<file path="src/rtl/grf_pkg.sv">
// Register-file write-back definitions shared by the arbiter and its clients.
package grf_pkg;

  localparam int unsigned REG_ADDR_W   = 5;
  localparam int unsigned NUM_GRF_REGS = 32;
  localparam int unsigned GRF_DATA_W   = 32;

  typedef struct packed {
    logic [REG_ADDR_W-1:0] addr;
    logic [GRF_DATA_W-1:0] data;
  } wb_req_t;

endpackage

</file>
<file path="src/rtl/rr_arbiter.sv">
// Round-robin one-hot grant: search starts at ptr and wraps, first asserted request wins.
module rr_arbiter #(
  parameter int unsigned NUM_REQ = 3,
  parameter int unsigned PTR_W   = 2
) (
  input  logic [NUM_REQ-1:0] req,
  input  logic [PTR_W-1:0]   ptr,
  output logic [NUM_REQ-1:0] grant
);

  logic [PTR_W:0] idx;
  logic           found;

  always_comb begin
    grant = '0;
    found = 1'b0;
    idx   = '0;
    for (int unsigned off = 0; off < NUM_REQ; off++) begin
      // ptr + off stays below 2*NUM_REQ, so one conditional subtract is a full modulo
      idx = {1'b0, ptr} + (PTR_W+1)'(off);
      if (idx >= (PTR_W+1)'(NUM_REQ)) idx = idx - (PTR_W+1)'(NUM_REQ);
      if (!found && req[idx[PTR_W-1:0]]) begin
        grant[idx[PTR_W-1:0]] = 1'b1;
        found                 = 1'b1;
      end
    end
  end

endmodule

</file>
<file path="src/rtl/wb_arbiter.sv">
// Write-back arbiter: round-robin port sharing onto the register-file write port,
// plus a single-bit-per-register busy scoreboard for source hazard checks.
module wb_arbiter
  import grf_pkg::*;
#(
  parameter int unsigned NUM_REQ = 3,
  parameter int unsigned DATA_W  = 32
) (
  input  logic                                 clk,
  input  logic                                 reset,
  input  logic [NUM_REQ-1:0]                   req_valid,
  input  logic [NUM_REQ-1:0][REG_ADDR_W-1:0]   req_addr,
  input  logic [NUM_REQ-1:0][DATA_W-1:0]       req_data,
  output logic [NUM_REQ-1:0]                   req_ready,
  input  logic                                 wb_stall,
  input  logic                                 issue_valid,
  input  logic [REG_ADDR_W-1:0]                issue_addr,
  input  logic [1:0][REG_ADDR_W-1:0]           chk_addr,
  output logic [1:0]                           chk_busy,
  output logic                                 grf_we,
  output logic [REG_ADDR_W-1:0]                grf_wadd,
  output logic [DATA_W-1:0]                    grf_wdata
);

  localparam int unsigned PtrW = (NUM_REQ > 1) ? $clog2(NUM_REQ) : 1;

  logic [PtrW-1:0]         rr_ptr_q, rr_ptr_d, gnt_idx;
  logic [NUM_REQ-1:0]      grant;
  logic                    accept;
  logic [REG_ADDR_W-1:0]   sel_addr;
  logic [DATA_W-1:0]       sel_data;
  logic                    grf_we_d;
  logic [NUM_GRF_REGS-1:0] busy_q, busy_d;

  rr_arbiter #(
    .NUM_REQ (NUM_REQ),
    .PTR_W   (PtrW)
  ) u_rr_arbiter (
    .req   (req_valid),
    .ptr   (rr_ptr_q),
    .grant (grant)
  );

  // Gating with reset keeps ready low while reset is held, independent of the clock.
  assign req_ready = grant & req_valid & {NUM_REQ{~wb_stall & reset}};
  assign accept    = |req_ready;

  always_comb begin
    gnt_idx  = '0;
    sel_addr = '0;
    sel_data = '0;
    for (int unsigned i = 0; i < NUM_REQ; i++) begin
      if (req_ready[i]) begin
        gnt_idx  = PtrW'(i);
        sel_addr = req_addr[i];
        sel_data = req_data[i];
      end
    end
  end

  always_comb begin
    rr_ptr_d = rr_ptr_q;
    if (accept) begin
      rr_ptr_d = (gnt_idx == PtrW'(NUM_REQ-1)) ? '0 : gnt_idx + PtrW'(1);
    end
    // Writes to r0 are consumed but never reach the register file.
    grf_we_d = accept && (sel_addr != '0);
  end

  // Clear first so a same-cycle issue to the retiring register keeps it busy.
  always_comb begin
    busy_d = busy_q;
    if (grf_we) busy_d[grf_wadd] = 1'b0;
    if (issue_valid && (issue_addr != '0)) busy_d[issue_addr] = 1'b1;
  end

  always_comb begin
    chk_busy = '0;
    for (int unsigned k = 0; k < 2; k++) begin
      chk_busy[k] = busy_q[chk_addr[k]] && (chk_addr[k] != '0) &&
                    !(grf_we && (grf_wadd == chk_addr[k]));
    end
  end

  always_ff @(posedge clk or negedge reset) begin
    if (!reset) begin
      rr_ptr_q  <= '0;
      busy_q    <= '0;
      grf_we    <= 1'b0;
      grf_wadd  <= '0;
      grf_wdata <= '0;
    end else begin
      rr_ptr_q <= rr_ptr_d;
      busy_q   <= busy_d;
      grf_we   <= grf_we_d;
      if (grf_we_d) begin
        grf_wadd  <= sel_addr;
        grf_wdata <= sel_data;
      end
    end
  end

endmodule
</file>
<file path="config.mk">
export PLATFORM = sky130hd
export DESIGN_NAME = wb_arbiter
export DESIGN_NICKNAME = d
export VERILOG_FILES = /design/src/rtl/grf_pkg.sv /design/src/rtl/rr_arbiter.sv /design/src/rtl/wb_arbiter.sv
export SDC_FILE = /design/constraint.sdc
export NUM_CORES = 1
export LEC_CHECK = 0
export CORE_ASPECT_RATIO = 0.75
export CORE_UTILIZATION = 39
export DETAILED_ROUTE_END_ITERATION = 12
export HOLD_SLACK_MARGIN = 0.06
export PLACE_DENSITY = 0.87
export SLEW_MARGIN = 20
export SYNTH_ARGS = -nofsm -noshare
export SYNTH_HDL_FRONTEND = slang
export SYNTH_HIERARCHICAL = 1
export SYNTH_SLANG_ARGS = --single-unit
</file>
<file path="constraint.sdc">
create_clock -name clk -period 2.79 [get_ports clk]
set_input_delay 0.279 -clock clk [delete_from_list [all_inputs] [get_ports clk]]
set_output_delay 0.279 -clock clk [all_outputs]
set_load 0.01 [all_outputs]
</file>
==> run metrics <==
Routed WL ~16000 um; Root Buffer clkbuf_16; router iterations before antenna repair 8; kind of path behind the tightest hold check input pin to async pin; commonest non-fill, non-tap cell in the layout clkdlybuf4s50_1; relative slew slack 39.15%; pwr dens around 830 nW/um^2; Reg clk slew, reported paths roughly 0.05 ns; RSZ-0062 raised after global routing true; Reg2Reg Depth 14; #FFs+latches synth 71; slowest stage delay, CP ~0.4 ns; vias in the first global route around 4700; Max Freq between 300 and 400 MHz; Yosys top cell by area dfrtp_1; clock sink total 71; R2R Setup Slk -0.36 ns; Inserted Clock Buffers 9; gr ovfl total 0; failing checks negative setup slack; post-synthesis net count around 520; Post-synth EDFFs 0; max cap viols 0; PortBufs between 150 and 200; post-synth top area share a little over two fifths; GRT Total Usage about 29%; area added between synthesis and finish 66.00%; Synth Area per Inst between 10 and 15 sq um; remaining antenna violation count 0; fin area about 7000 sq um; Crit path arrival time 3.35 ns; LEAKAGE 2.631 nW; dpl hpwl approximately 11000 um; Top-Level Pins ~180; R2R Path End grf_wdata[23]$_DFFE_PN0P_; initial antenna violation count 0; drt via density approximately 6; DP Worst Slack -0.4985 ns; cts hold-fix bufs 0; CTS tree built; Crit Path Category flop to flop; most frequent cells in the layout clkdlybuf4s50_1 (168), dfrtp_1 (70), o21ai_0 (64); layout cells sized above 1 19.83%; Die Y 91.50 um; Die X roughly 120 um; Final setup viols 38; DRT iter0 DRCs 400; Max Buffers Root-to-Sink 2; H-tree levels 3; Reg-to-Reg Start rr_ptr_q[0]$_DFFE_PN0P_; Placer Congestion just over 0.9; # DRC 0; Hold Vio Cnt, Final 0; Layout Nets about 740; Final Util between 60% and 70%; largest cells by area after synthesis dfrtp_1 (43%), mux4_2 (9.7%), mux2i_1 (8.7%); CP max-delay cell dfrtp_1; Slew @ Worst Pin about 0.9 ns; Post-DP Area approximately 6200 sq um; Synth cell types 44; die area 11100 sq um; first-pass GRT wire length roughly 24000 um; worst path cell trace buf_6 -> ha_4 -> buf_6 -> o2111ai_4 -> a21oi_4 -> a221o_1 -> and4b_4 -> and2_4 -> a222oi_1 -> nor2b_1 -> nand4_1 -> buf_6 -> buf_12 -> mux2i_2; n_diodes 0; final slew viol count 0; synth warn 6; Syn Inst Count about 390; Primary FF master, synth dfrtp_1; Final Worst Setup Slack -0.3578 ns; period utilization 112.8%; peak supply drop between 0.4 and 0.5 mV; Mapped Area around 4200 sq um; pin count of the biggest net entering global routing 73; status complete, but fails checks; asr flop ratio synth 100.0%; Initial Util slightly above 40%; critical path launch point type flop; clk_lat worst skew approximately 0.34 ns; via count 4428; worst path required time about 3.0 ns; CP max FO 8; cell row count 32; Clock Skew ~0.0062 ns; CP endpoint kind flop; fraction of the yosys area taken by sequential cells between 40% and 50%; cell repeated most along the worst path buf_6; Min Clock Period, post-route roughly 3.1 ns; WL per Instance approximately 21 um; core area ~10000 sq um
[Yosys cell counts (2+ instances only)]
master,instances
inv_1,42
o21bai_1,2
a31oi_1,2
mux2i_1,36
a221o_1,3
mux4_2,18
nor2_1,6
buf_6,5
ha_1,4
mux2_2,2
clkbuf_1,15
a222oi_1,35
xnor2_1,2
nand3b_1,5
buf_2,4
dfrtp_1,71
nand2b_1,3
nand2_1,8
nor4_1,2
o22ai_1,3
o21ai_0,68
nand3_1,13
and4b_1,2
xor2_1,8
and2_1,2
or3b_2,2
a21oi_1,2
a22o_1,3
a22oi_1,2
[worst max path at each step]
stage	from	endpoint	slack, ns
CTS	rr_ptr_q[1]$_DFFE_PN0P_	grf_wdata[23]$_DFFE_PN0P_	-0.30
detailed placement	req_valid[1]	grf_wdata[15]$_DFFE_PN0P_	-0.50
finish	rr_ptr_q[0]$_DFFE_PN0P_	grf_wdata[23]$_DFFE_PN0P_	-0.36
global route	rr_ptr_q[0]$_DFFE_PN0P_	grf_wdata[23]$_DFFE_PN0P_	-0.46
floorplan	rr_ptr_q[1]$_DFFE_PN0P_	grf_wdata[0]$_DFFE_PN0P_	-0.27
global placement	req_valid[0]	grf_wdata[14]$_DFFE_PN0P_	-0.31
[worst max-delay path, delay by kind of cell (launching register included)]
kind,cells,cell delay [ns]
compound gates,4,1.01
simple gates,4,0.67
buf+inv,4,0.61
flops,1,0.40
fa+ha+maj,1,0.17
mux,1,0.14
[registers in the layout, summed over array words and instances (netlist names)]
name       cells
rr_ptr_q       2
grf_wadd       5
grf_wdata     32
busy_q        31
grf_we         1
[kinds of logic (layout without fill, tap and decap cells)]
family | after synthesis | in the layout | synth area share (%)
AO/OA/AOI/OAI | 126 | 126 | 20.85
flip-flops | 71 | 71 | 42.66
buffers and inverters | 68 | 288 | 7.179
multiplexers | 56 | 56 | 18.92
AND/OR/NAND/NOR | 50 | 50 | 7.090
XOR/XNOR | 10 | 10 | 2.103
adder cells (fa/ha/maj) | 4 | 4 | 1.202
[routing by layer]
layer	wire length (um)	GRT usage, %
met3	1494	9.799
met1	5933	33.60
met2	7603	47.35
met4	489	11.83
met5	0	0
[power by group]
group	switching (W)	internal [W]	total (W)	leakage (nW)
logic	0.00128	0.00163	0.00291	1.66
clock network	0.000415	0.000671	0.00109	0.136
registers	0.000317	0.00139	0.00171	0.839
total	0.00201	0.00369	0.00571	2.63
[cell type report]
| type | count | area, sq um |
|---|---|---|
| fillers | 788 | 3416 |
| repair buffers | 230 | 2285 |
| multi-input cells | 246 | 2242 |
| flip-flops and latches | 71 | 1778 |
| clock buffers | 15 | 277.8 |
| well taps | 136 | 170.2 |
| inverters | 43 | 161.4 |
[stage by stage]
step           cells  power, W  hold slack (ns)  setup TNS, ns
3_5_place_dp     703  0.004108           0.5151         -18.09
2_1_floorplan    385  0.002982         -0.01659         -7.646
6_report         741  0.005708           0.2184         -12.18
5_1_grt          741  0.005991           0.2977         -16.24
4_1_cts          736  0.005529           0.2584         -9.401
3_3_place_gp     703  0.003998           0.5000         -11.24
[repair_timing]
item | CTS | global route
pin swaps | 15 | 12
endpoints found under the setup margin | 43 | 43
setup buffers | 19 | 3
resized for setup | 42 | 14
cloned | 1 | 2
Note: power is estimated with default switching activity, not from simulation.
